File: src/rtl/ft2232h_tx_stream_pkg.sv
// Shared definitions for the FT2232H synchronous-FIFO transmit stream engine:
// pin state machine encoding, default data width and pin polarity constants.
package ft2232h_pkg;

  localparam int DEF_DATA_W = 8;

  // FT2232H control pins (WR#, TXE#, SI/WU#) are active low.
  localparam logic ACTIVE_LOW   = 1'b0;
  localparam logic INACTIVE_LOW = 1'b1;

  typedef enum logic [1:0] {
    IDLE = 2'd0,
    SEND = 2'd1,
    WAIT = 2'd2
  } tx_state_e;

endpackage

File: src/rtl/ft2232h_tx_stream_fifo.sv
// ft_sync_fifo: circular byte buffer with show-ahead head and next-head
// outputs. The caller never pushes when full nor pops when empty; the stored
// count distinguishes full from empty because the pointers wrap naturally.
module ft_sync_fifo #(
  parameter int DATA_W = 8,
  parameter int DEPTH  = 16
) (
  input  logic                       clk,
  input  logic                       reset,
  input  logic                       i_push,
  input  logic [DATA_W-1:0]          i_push_data,
  input  logic                       i_pop,
  output logic [DATA_W-1:0]          o_head,
  output logic [DATA_W-1:0]          o_next_head,
  output logic [$clog2(DEPTH):0]     o_level
);

  localparam int AW = $clog2(DEPTH);
  localparam int LW = AW + 1;

  logic [DATA_W-1:0] r_mem [DEPTH];
  logic [AW-1:0]     r_wr_ptr;
  logic [AW-1:0]     r_rd_ptr;
  logic [LW-1:0]     r_level;
  logic [AW-1:0]     w_rd_ptr_next;

  assign w_rd_ptr_next = r_rd_ptr + AW'(1);
  assign o_head        = r_mem[r_rd_ptr];
  assign o_next_head   = r_mem[w_rd_ptr_next];
  assign o_level       = r_level;

  // Storage write port.
  // NOTE: the data array is deliberately not reset; validity is tracked by
  // r_level alone, so clearing it would only cost a reset fan-out.
  always_ff @(posedge clk) begin
    if (i_push) r_mem[r_wr_ptr] <= i_push_data;
  end

  // Pointers and stored count; a simultaneous push and pop leave the count unchanged.
  // NOTE: sequential state uses non-blocking assignments so every register
  // samples pre-edge values regardless of process ordering.
  always_ff @(posedge clk or posedge reset) begin
    if (reset) begin
      r_wr_ptr <= '0;
      r_rd_ptr <= '0;
      r_level  <= '0;
    end else begin
      if (i_push) r_wr_ptr <= r_wr_ptr + AW'(1);
      if (i_pop)  r_rd_ptr <= w_rd_ptr_next;
      case ({i_push, i_pop})
        2'b10:   r_level <= r_level + LW'(1);
        2'b01:   r_level <= r_level - LW'(1);
        default: r_level <= r_level;
      endcase
    end
  end

endmodule

File: src/rtl/ft2232h_tx_stream.sv
// ft2232h_tx_stream: valid/ready byte stream into a circular buffer, drained
// onto the FT2232H 245 synchronous FIFO pins (WR#, D). A byte is popped only
// on an edge where WR# and TXE# are both low, so TXE# rising mid-burst holds
// the presented byte and re-sends it later.
// Optional build macro FT_TX_SIWU_EN adds the siwu_n send-immediate pulse
// after SIWU_IDLE_CYC idle cycles following traffic.
module ft2232h_tx_stream
  import ft2232h_pkg::*;
#(
  parameter int DATA_W        = DEF_DATA_W,
  parameter int DEPTH         = 16,
  parameter int CNT_W         = 32,
  parameter int SIWU_IDLE_CYC = 64
) (
  input  logic                   clk,
  input  logic                   reset,
  input  logic [DATA_W-1:0]      s_data,
  input  logic                   s_valid,
  output logic                   s_ready,
  input  logic                   txe_n,
  output logic                   wr_n,
  output logic [DATA_W-1:0]      ft_data,
  output logic [$clog2(DEPTH):0] fifo_level,
  output logic                   busy,
  output logic [CNT_W-1:0]       tx_count
`ifdef FT_TX_SIWU_EN
  ,
  output logic                   siwu_n
`endif
);

  localparam int LVL_W = $clog2(DEPTH) + 1;

  tx_state_e         r_state;
  tx_state_e         w_state_next;
  logic              r_run;
  logic              r_wr_n;
  logic              w_wr_n_next;
  logic [DATA_W-1:0] r_ft_data;
  logic [DATA_W-1:0] w_ft_data_next;
  logic [CNT_W-1:0]  r_tx_count;
  logic [DATA_W-1:0] w_head;
  logic [DATA_W-1:0] w_next_head;
  logic [LVL_W-1:0]  w_level;
  logic              w_push;
  logic              w_accept;

  // Space is judged on the registered count only; a pop on the same edge does not free a slot.
  assign s_ready    = r_run & (w_level != LVL_W'(DEPTH));
  assign w_push     = s_valid & s_ready;
  assign w_accept   = (r_wr_n == ACTIVE_LOW) & (txe_n == ACTIVE_LOW);
  assign wr_n       = r_wr_n;
  assign ft_data    = r_ft_data;
  assign fifo_level = w_level;
  assign busy       = (r_state != IDLE);
  assign tx_count   = r_tx_count;

  ft_sync_fifo #(
    .DATA_W (DATA_W),
    .DEPTH  (DEPTH)
  ) u_fifo (
    .clk         (clk),
    .reset       (reset),
    .i_push      (w_push),
    .i_push_data (s_data),
    .i_pop       (w_accept),
    .o_head      (w_head),
    .o_next_head (w_next_head),
    .o_level     (w_level)
  );

  // Pin FSM next-state and next pin values.
  // NOTE: every output of this block is given its hold value first, so no
  // branch can leave one unassigned and infer a latch.
  always_comb begin
    w_state_next   = r_state;
    w_wr_n_next    = r_wr_n;
    w_ft_data_next = r_ft_data;
    case (r_state)
      IDLE: begin
        if (w_level != '0) begin
          if (txe_n == ACTIVE_LOW) begin
            w_ft_data_next = w_head;
            w_wr_n_next    = ACTIVE_LOW;
            w_state_next   = SEND;
          end else begin
            w_state_next   = WAIT;
          end
        end
      end
      SEND: begin
        if (w_accept) begin
          if (w_level > LVL_W'(1)) begin
            // Another byte is already stored: keep streaming one per clock.
            w_ft_data_next = w_next_head;
          end else begin
            // Last stored byte taken; a byte pushed this edge waits for IDLE.
            w_wr_n_next    = INACTIVE_LOW;
            w_ft_data_next = '0;
            w_state_next   = IDLE;
          end
        end else begin
          w_wr_n_next  = INACTIVE_LOW;
          w_state_next = WAIT;
        end
      end
      WAIT: begin
        if (txe_n == ACTIVE_LOW) begin
          // Head is unchanged since nothing popped, so this re-presents the held byte.
          w_ft_data_next = w_head;
          w_wr_n_next    = ACTIVE_LOW;
          w_state_next   = SEND;
        end
      end
      default: begin
        w_wr_n_next    = INACTIVE_LOW;
        w_ft_data_next = '0;
        w_state_next   = IDLE;
      end
    endcase
  end

  // Pin FSM state, registered pins, transmitted-byte count and post-reset ready enable.
  always_ff @(posedge clk or posedge reset) begin
    if (reset) begin
      r_state    <= IDLE;
      r_wr_n     <= INACTIVE_LOW;
      r_ft_data  <= '0;
      r_tx_count <= '0;
      r_run      <= 1'b0;
    end else begin
      r_state   <= w_state_next;
      r_wr_n    <= w_wr_n_next;
      r_ft_data <= w_ft_data_next;
      r_run     <= 1'b1;
      if (w_accept) r_tx_count <= r_tx_count + CNT_W'(1);
    end
  end

`ifdef FT_TX_SIWU_EN
  localparam int IDLE_W = $clog2(SIWU_IDLE_CYC + 1);

  logic [IDLE_W-1:0] r_idle_cnt;
  logic              r_armed;
  logic              r_siwu_n;

  assign siwu_n = r_siwu_n;

  // Idle counter and one-cycle SI/WU# pulse, armed by any accept since the last pulse.
  always_ff @(posedge clk or posedge reset) begin
    if (reset) begin
      r_idle_cnt <= '0;
      r_armed    <= 1'b0;
      r_siwu_n   <= INACTIVE_LOW;
    end else begin
      r_siwu_n <= INACTIVE_LOW;
      if (w_accept) r_armed <= 1'b1;
      if ((r_state != IDLE) || (w_level != '0) || w_push) begin
        r_idle_cnt <= '0;
      end else begin
        if (r_idle_cnt != IDLE_W'(SIWU_IDLE_CYC)) r_idle_cnt <= r_idle_cnt + IDLE_W'(1);
        if ((r_idle_cnt == IDLE_W'(SIWU_IDLE_CYC - 1)) && r_armed) begin
          r_siwu_n <= ACTIVE_LOW;
          r_armed  <= 1'b0;
        end
      end
    end
  end
`else
  // Send-immediate logic is not built; the idle-cycle parameter is left unused.
  logic w_unused_siwu_cfg;
  assign w_unused_siwu_cfg = (SIWU_IDLE_CYC > 0);
`endif

endmodule
File: config.mk
export PLATFORM = sky130hd
export DESIGN_NAME = ft2232h_tx_stream
export DESIGN_NICKNAME = d
export VERILOG_FILES = /design/src/rtl/ft2232h_tx_stream_pkg.sv /design/src/rtl/ft2232h_tx_stream_fifo.sv /design/src/rtl/ft2232h_tx_stream.sv
export SDC_FILE = /design/constraint.sdc
export NUM_CORES = 1
export LEC_CHECK = 0
export ABC_AREA = 1
export CAP_MARGIN = 20
export CORE_MARGIN = 3
export CORE_UTILIZATION = 34
export CTS_CLUSTER_SIZE = 28
export DETAILED_ROUTE_END_ITERATION = 16
export SETUP_SLACK_MARGIN = 0.3
export SLEW_MARGIN = 40
export SYNTH_ARGS = -nofsm -noshare
export SYNTH_HDL_FRONTEND = slang
export SYNTH_SLANG_ARGS = --single-unit
File: constraint.sdc
create_clock -name clk -period 2.3 [get_ports clk]
set_input_delay 0.23 -clock clk [delete_from_list [all_inputs] [get_ports clk]]
set_output_delay 0.23 -clock clk [all_outputs]
set_load 0.1 [all_outputs]
**Word-level counts from Yosys, hierarchy flattened**

Memory sizes are Yosys's and may differ from the RTL's.
Cells that the tools add are included.
W data, S select, Z words.

- Bits in registers: 57
- Bits of input ports: 12
- Memories kept: 1
- Latch bits: 0
- Memory bits (read-only): 0
- Bits in writable memories: 128

Memory list:

| memory | depth | bits a word | read ports | clocked after Yosys merged registers in | write ports | line | source |
|---|---|---|---|---|---|---|---|
| u_fifo.r_mem | 16 | 8 | 2 | 0 | 1 | ft2232h_tx_stream_fifo.sv:21 | `logic [DATA_W-1:0] r_mem [DEPTH];` |

- Div/mod/pow operators: 0
- Mux-type cells: 19
- Order comparisons: 1
- Shift-type cells: 0
- Bitwise gates (word level): 5
- Reductions and logical operators: 7
- Eq/ne operators: 9
- Add/sub/neg operators: 5
- $mul: 0

Operator list:

| kind | count |
|---|---|
| $add A32 B1 Y32 const B | 1 |
| $mux W8 | 4 |
| $pmux W8 S3 | 1 |
| $mux W2 | 5 |
| $pmux W5 S2 | 1 |
| $add A4 B1 Y4 const B | 2 |
| $mux W1 | 6 |
| $pmux W2 S3 | 1 |
| $add A5 B1 Y5 const B | 1 |
| $gt A5 B1 Y1 const B | 1 |
| $ne A5 B5 Y1 const B | 1 |
| $reduce_bool A5 Y1 | 1 |
| $sub A5 B1 Y5 const B | 1 |
| $eq A2 B1 Y1 const B | 2 |
| $eq A2 B2 Y1 const B | 2 |
| $ne A2 B2 Y1 const B | 2 |
| $reduce_and A2 Y1 | 2 |
| $reduce_bool A2 Y1 | 2 |
| $and A1 B1 Y1 | 3 |
| $ne A3 B3 Y1 const B | 1 |
| $pmux W1 S3 | 1 |
| $reduce_and A3 Y1 | 1 |
| $logic_not A2 Y1 | 1 |
| $ne A2 B1 Y1 const B | 1 |
| $not A1 Y1 | 2 |

**Longest topological paths before layout**

Gate-level depths: netlist of the first run.

- Word-level depth: 5
- Depth in mapped cells: 14
- Gate-level depth less buffers: 14

**Modules after synthesis**

Synthesis of the first run repeated with hierarchy kept, for this count alone.

- Cell total of the unflattened synthesis: 1045
- Area total of the unflattened synthesis: 9691.8 um^2

Modules (own cells, without submodules):

| module | area each (um^2) | instances | cells each | seq. area each (um^2) |
|---|---|---|---|---|
| ft_sync_fifo | 7280.7 | 1 | 743 | 4169.0 |
| ft2232h_tx_stream | 2411.1 | 1 | 302 | 1102.3 |

**Least setup slack after synthesis of the first run**

OpenSTA, ideal clock, no wires.

- Path type: reg-to-reg
- Start: register u_fifo.r_level[1] (netlist: u_fifo.o_level[1])
- End: memory u_fifo.r_mem[11][0], enable pin
- Stages on the path, launching flop included: 12
- Slack: -0.911 ns
- Data arrival time: 2.840 ns
- Period minus slack after synthesis: 3.211 ns
- Path through: dfrtp_1 > inv_1 > ha_1 > inv_1 > nor2_1 > nand2_1 > nand2_1 > inv_2 > nand2_1 > nor2_1 > nand2_1 > nor2_1

- Longest elaborated chain between the ends: 5

Ends and longest elaborated chain:

| what | line | source |
|---|---|---|
| start, declared | ft2232h_tx_stream_fifo.sv:24 | `logic [LW-1:0] r_level;` |
| start signal, assigned | ft2232h_tx_stream_fifo.sv:51 | `2'b10: r_level <= r_level + LW'(1);` |
| start signal, assigned | ft2232h_tx_stream_fifo.sv:52 | `2'b01: r_level <= r_level - LW'(1);` |
| start signal, assigned | ft2232h_tx_stream_fifo.sv:53 | `default: r_level <= r_level;` |
| $ne A5 B5 Y1 | ft2232h_tx_stream.sv:49 | `assign s_ready = r_run & (w_level != LVL_W'(DEPTH));` |
| $and A1 B1 Y1 | ft2232h_tx_stream.sv:49 |  |
| via s_ready | ft2232h_tx_stream.sv:19 | `output logic s_ready,` |
| $and A1 B1 Y1 | ft2232h_tx_stream.sv:50 | `assign w_push = s_valid & s_ready;` |
| $mux W1 | ft2232h_tx_stream_fifo.sv:36 | `if (i_push) r_mem[r_wr_ptr] <= i_push_data;` |
| $mux W1 (not written as such) | ft2232h_tx_stream_fifo.sv:36 |  |
| end, declared | ft2232h_tx_stream_fifo.sv:21 |  |

The timed path passes the listed nets, and every way through them passes these cells.

**Worst setup path in the final report of the first run**

- Start: register u_fifo.r_level[0] (netlist: u_fifo.o_level[0])
- End: memory u_fifo.r_mem[4][5], enable pin

- Longest elaborated chain between the ends: 5

Ends and longest elaborated chain:

| what | line |
|---|---|
| $ne A5 B5 Y1 | ft2232h_tx_stream.sv:49 |
| $and A1 B1 Y1 | ft2232h_tx_stream.sv:49 |
| $and A1 B1 Y1 | ft2232h_tx_stream.sv:50 |
| $mux W1 | ft2232h_tx_stream_fifo.sv:36 |
| $mux W1 (not written as such) | ft2232h_tx_stream_fifo.sv:36 |

Every way passes these cells.

==> results of run 1 <==
[registers in the layout, summed over array words and instances (netlist names)]
name	count
u_fifo.r_wr_ptr	4
r_state	2
u_fifo.o_level	5
u_fifo.r_rd_ptr	4
tx_count	32
ft_data	8
wr_n	1
r_run	1
u_fifo.r_mem	128
[worst max-delay path by stage]
stage	slack, ps	start	end
CTS	310	u_fifo.o_level[0]$_DFFE_PP0P_	u_fifo.r_mem[15][6]$_DFFE_PP_
finish	370	u_fifo.o_level[0]$_DFFE_PP0P_	u_fifo.r_mem[4][5]$_DFFE_PP_
global route	230	u_fifo.o_level[2]$_DFFE_PP0P_	u_fifo.o_level[3]$_DFFE_PP0P_
global placement	330	txe_n	tx_count[20]$_DFFE_PP0P_
detailed placement	290	txe_n	tx_count[20]$_DFFE_PP0P_
floorplan	40	u_fifo.o_level[0]$_DFFE_PP0P_	u_fifo.o_level[4]$_DFFE_PP0P_
[metrics by stage]
step	util, %	hold WS, ps
after global routing	42.3	228
after detailed placement	39.2	471
final	42.3	170
after CTS	41.2	187
after floorplan	-	329
after global placement	39.2	465
[routing by layer]
metal	GRT usage, %	vias up	part of all wire [%]
li1	-	3898	-
met1	23.3	3706	46
met2	26.4	266	46
met3	2.44	26	6.0
met4	4.69	0	1.5
met5	0	-	0
[worst max-delay path, stage by stage, from the launching register on]
cell	delay, ps
dfrtp_2	410
inv_2	70
ha_4	150
inv_2	70
nor2_4	40
nand2_1	70
nand2_2	90
inv_8	80
nand2_8	70
inv_4	120
nand2_4	110
nor2_4	290
[cell type report]
class                           instances  area [um^2]  share of cell area, %
Clock buffer                           22          475                   4.02
Clock inverter                         10         82.6                  0.698
Inverter                              132          518                   4.38
Multi-Input combinational cell        803         3940                   33.3
Sequential cell                       185         5300                   44.8
Tap cell                              378          473                   4.00
Timing Repair Buffer                   97         1040                   8.81
[power by group]
group / leakage [nW] / total (mW) / internal (mW) / switching (mW)
Sequential: 1.83 / 4.41 / 4.00 / 0.403
Clock: 0.274 / 2.80 / 1.51 / 1.30
Combinational: 3.12 / 8.95 / 2.78 / 6.18
[layout by cell type, fill, tap and decap left out, types with 6 or more instances in the layout]
cell type	count
xnor2_1	11
o21ai_1	21
xor2_1	21
nand3_1	193
nand2_1	430
nor2_4	20
nor2_1	28
dfrtp_2	23
inv_2	11
inv_6	6
buf_12	15
buf_4	61
inv_1	116
nor3_1	10
clkbuf_16	21
clkdlybuf4s50_1	11
a21oi_1	14
edfxtp_1	128
o21ai_0	12
dfrtp_1	32
ha_1	7
[cell families (layout without fill, tap and decap cells)]
group           Yosys count  after routing
compound gates           48             48
xor+xnor                 36             36
simple gates            708            708
buf+inv                 182            261
other cells               1              1
fa+ha+maj                10             10
flops                   185            185
[timing repair]
action                     4_1_cts  5_1_grt
setup buffers                    0       10
setup endpoints to repair        0      109
gates resized for setup          0       17
==> flow_summary.json, run 1 <==
{
  "clockRootBuffer": "clkbuf_16",
  "synth_area_um2": 9740,
  "syn_nets": 1192,
  "fillCellCount": 2746,
  "wire_per_inst_um": 15.7,
  "crit_path_end_kind": "flop",
  "viasPerCell": 4.85,
  "crit_path_start_kind": "flop",
  "final-setup-viol-count": 0,
  "setup_ws_ps": 371,
  "grt.total_usage_pct": 16.5,
  "numPlacedInstances": 1582,
  "worstPathRequired_ps": 2400,
  "power_mw": 16.2,
  "max_slew.worst_pin.slew_ps": 658,
  "pre_cts_ws_ps": 285,
  "grt_pass1_vias": 7282,
  "fmax_mhz": 518,
  "fp.dieW_um": 175,
  "rsz0062_at_grt": "true",
  "antenna_left": 0,
  "arrival_ps": 2030,
  "r2r_slack_ps": 370,
  "synth_top_area_share_pct": 39.5,
  "first_pass_iters": 5,
  "ys_ff_latch": 185,
  "synth_area_per_cell_um2": 8.33,
  "worstReg2RegStart": "u_fifo.o_level[0]$_DFFE_PP0P_",
  "yosys_warnings": 0,
  "grt_pass1_wl_um": 39700,
  "synthTopCellsByArea": "edfxtp_1, nand2_1, dfrtp_1, nand3_1, inv_1",
  "die_area_um2": 30700,
  "reg2reg_to": "u_fifo.r_mem[4][5]$_DFFE_PP_",
  "cts-hold-fix-buffers": 0,
  "reg2regPathDepth": 11,
  "diodes": 0,
  "synth_adder_area_share_pct": 1.28,
  "synth_top_cell_by_area": "edfxtp_1",
  "synth_edf_count": 128,
  "vias": 7896,
  "die_h_um": 175,
  "rows": 61,
  "cts_sinks": 185,
  "tns_ps": 0,
  "buffer_ports.inserted": 59,
  "maxCapViolCount": 0,
  "finalHoldViolations": 0,
  "skew_ps": 13.4,
  "drc": 0,
  "clkTransAtPathRegs_ps": 70,
  "area_growth_pct": 21.5,
  "holdCritPathClass": "in2async",
  "clock_path_buffers": 2,
  "place_congestion": 0.876,
  "leakagePower_nw": 5.22,
  "synthArstFlopShare_pct": 30.8,
  "cts_max_level": 4,
  "fin_crit_ps": 1930,
  "yosys_most_used_dff": "edfxtp_1",
  "grt_max_degree": 58,
  "synth_top_family_by_area": "simple AND/OR/NAND/NOR gates",
  "p_per_area_nw_per_um2": 1370,
  "ios": 60,
  "synth_simple_gate_area_share_pct": 31.0,
  "drt_iter0_markers": 749,
  "synthTopCellsByCount": "nand2_1, nand3_1, edfxtp_1, inv_1, dfrtp_1",
  "critical_path_class": "reg2reg",
  "insertion_delay_ps": 440,
  "status": "completed",
  "ir_drop_mv": 0.914,
  "final_layout_size_suffix_gt1_share_pct": 16.0,
  "yosys-mux-area-fraction_pct": 0,
  "path_max_fanout": 8,
  "core_um2": 28000,
  "overflow": 0,
  "routed_wl_um": 25500,
  "nets": 1258,
  "final_max_slew_viol_count": 0,
  "maxSlewHeadroom_pct": 56.0,
  "fin_area_um2": 11800,
  "synth_compound_area_share_pct": 2.47,
  "postPlaceCellArea_um2": 11000,
  "start_util_pct": 34.8,
  "fin_cells": 1627,
  "synthCells": 1170,
  "post-route-period-util_pct": 83.9,
  "synth_xor_area_share_pct": 3.54,
  "ys_seq_area_share_pct": 54.1,
  "dpl.hpwl_um": 17300,
  "synth.most_common_cell": "nand2_1",
  "cts_made_buffers": 17,
  "cts_tree": "done",
  "synth.distinct_cells": 35,
  "antenna_found_initial": 0
}
Power figures use the tool's default switching activity.
==> run 2, diff against run 1 <==
- clock period: 2.3 -> 1.8 ns (I/O delays scaled with it)
==> run 2 against run 1 <==
The flow now finishes with violations (negative setup slack). Setup slack got worse by 450 ps. Cell count rose by 6.5%. Sequential share of layout area fell by 8.2 points. Sequential power rose by 28%. Global-route usage rose by 3.2 points. Cell area rose by 23%. Count of clock-buffer cells in the layout fell by 5. Die area did not move. Wire length rose by 21%. Sequential cell count did not move. Clock skew rose by 3.8 ps. Highest routed layer unchanged.
==> flow_summary.json, run 2 (synthesis gave the netlist of run 1 again) <==
{
  "fin_area_um2": 14500,
  "maxSlewHeadroom_pct": 62.1,
  "final-setup-viol-count": 115,
  "setup_ws_ps": -80.9,
  "final_layout_size_suffix_gt1_share_pct": 37.5,
  "diodes": 0,
  "routed_wl_um": 30900,
  "fmax_mhz": 532,
  "fin_crit_ps": 1880,
  "status": "finished, violations left",
  "insertion_delay_ps": 450,
  "grt_pass1_wl_um": 46600,
  "clkTransAtPathRegs_ps": 80,
  "rows": 61,
  "drt_iter0_markers": 1113,
  "place_congestion": 0.873,
  "drc": 0,
  "buffer_ports.inserted": 59,
  "worstReg2RegStart": "u_fifo.o_level[0]$_DFFE_PP0P_",
  "start_util_pct": 34.8,
  "cts_tree": "done",
  "cp-startpoint": "u_fifo.o_level[2]$_DFFE_PP0P_",
  "rsz0062_at_grt": "true",
  "leakagePower_nw": 6.35,
  "cts_max_level": 4,
  "holdCritPathClass": "in2async",
  "maxCapViolCount": 0,
  "regMostFlops": "u_fifo.r_mem",
  "clockRootBuffer": "clkbuf_16",
  "overflow": 0,
  "critical_path_class": "reg2out",
  "cts-hold-fix-buffers": 0,
  "finalHoldViolations": 0,
  "crit_path_end_kind": "output pin",
  "cts_made_buffers": 17,
  "arrival_ps": 1700,
  "violations": "negative setup slack",
  "grt.total_usage_pct": 19.6,
  "nets": 1364,
  "layout_commonest_cell": "nand2_1",
  "max_slew.worst_pin.slew_ps": 568,
  "grt_max_degree": 35,
  "postPlaceCellArea_um2": 11600,
  "fp.dieW_um": 175,
  "worstPathRequired_ps": 1620,
  "p_per_area_nw_per_um2": 1890,
  "final_max_slew_viol_count": 0,
  "area_growth_pct": 49.2,
  "pre_cts_ws_ps": -106,
  "skew_ps": 17.2,
  "viasPerCell": 5.04,
  "ir_drop_mv": 1.11,
  "grt_pass1_vias": 8281,
  "wire_per_inst_um": 17.8,
  "antenna_left": 0,
  "tns_ps": -4390,
  "ios": 60,
  "path_max_fanout": 2,
  "first_pass_iters": 6,
  "vias": 8729,
  "cts_sinks": 185,
  "post-route-period-util_pct": 104,
  "dpl.hpwl_um": 19000,
  "die_area_um2": 30700,
  "largest_register_ffs": 128,
  "core_um2": 28000,
  "die_h_um": 175,
  "antenna_found_initial": 0,
  "clock_path_buffers": 2,
  "crit_path_start_kind": "flop",
  "final_cell_mix": "nand2_1, edfxtp_1, inv_1"
}
==> run 2: area by class of cell <==
type	instances	area, um^2
repair buffers	203	2420
clock inverters	15	220
multi-input cells	803	5110
well taps	378	473
inverters	132	561
clock buffers	17	425
flip-flops and latches	185	5320
fillers	2384	13500
==> run 2: path summary, 6_finish.rpt <==
| check | end | slack, ps | cells past startpoint |
|---|---|---|---|
| min | tx_count[29]$_DFFE_PP0P_ | 70 | 2 |
| min reg2reg | tx_count[31]$_DFFE_PP0P_ | 470 | 1 |
| max reg2reg | u_fifo.o_level[2]$_DFFE_PP0P_ | -80 | 13 |
| max in group asynchronous | u_fifo.r_rd_ptr[0]$_DFFE_PP0P_ | 1220 | 3 |
| min in group clk | tx_count[31]$_DFFE_PP0P_ | 470 | 1 |
| max | s_ready | -80 | 7 |
==> run 2: stage by stage <==
stage	hold WS [ps]	util, %	power (mW)	instances
finish	67.6	51.9	27.5	1733
floorplan	265	-	13.5	1170
global placement	466	41.4	17.2	1629
CTS	58.0	48.9	25.5	1705
global route	99.7	51.9	28.8	1733
detailed placement	473	41.4	17.3	1629
==> run 2: report_power, final <==
part / internal (mW) / leakage (nW) / switching [mW] / total [mW]
Sequential: 5.12 / 1.82 / 0.522 / 5.64
Clock: 2.17 / 0.311 / 1.95 / 4.12
Combinational: 7.17 / 4.22 / 10.6 / 17.7
==> run 2: timing repair <==
| action | CTS | global route |
|---|---|---|
| endpoints found under the hold margin | 0 | 0 |
| pin swaps | 105 | 88 |
| resized for setup | 196 | 121 |
| setup endpoints to repair | 161 | 168 |
| gates cloned | 12 | 1 |
| setup buffers | 32 | 27 |
==> run 2: metal layers <==
metal  vias up  track usage, %  share of wire (%)
li1       4132               -                  -
met1      4155            27.0                 42
met2       386            31.5                 48
met3        56            4.06                8.0
met4         0            5.59                2.3
met5         -               0                  0
==> run 2: critical path, stage by stage, from the launching register on <==
cell and delay (ps):
dfrtp_2 400, or2_4 260, nor2_4 120, nand2_2 70, nand2_4 100, inv_8 40
buf_6 110, buf_12 150
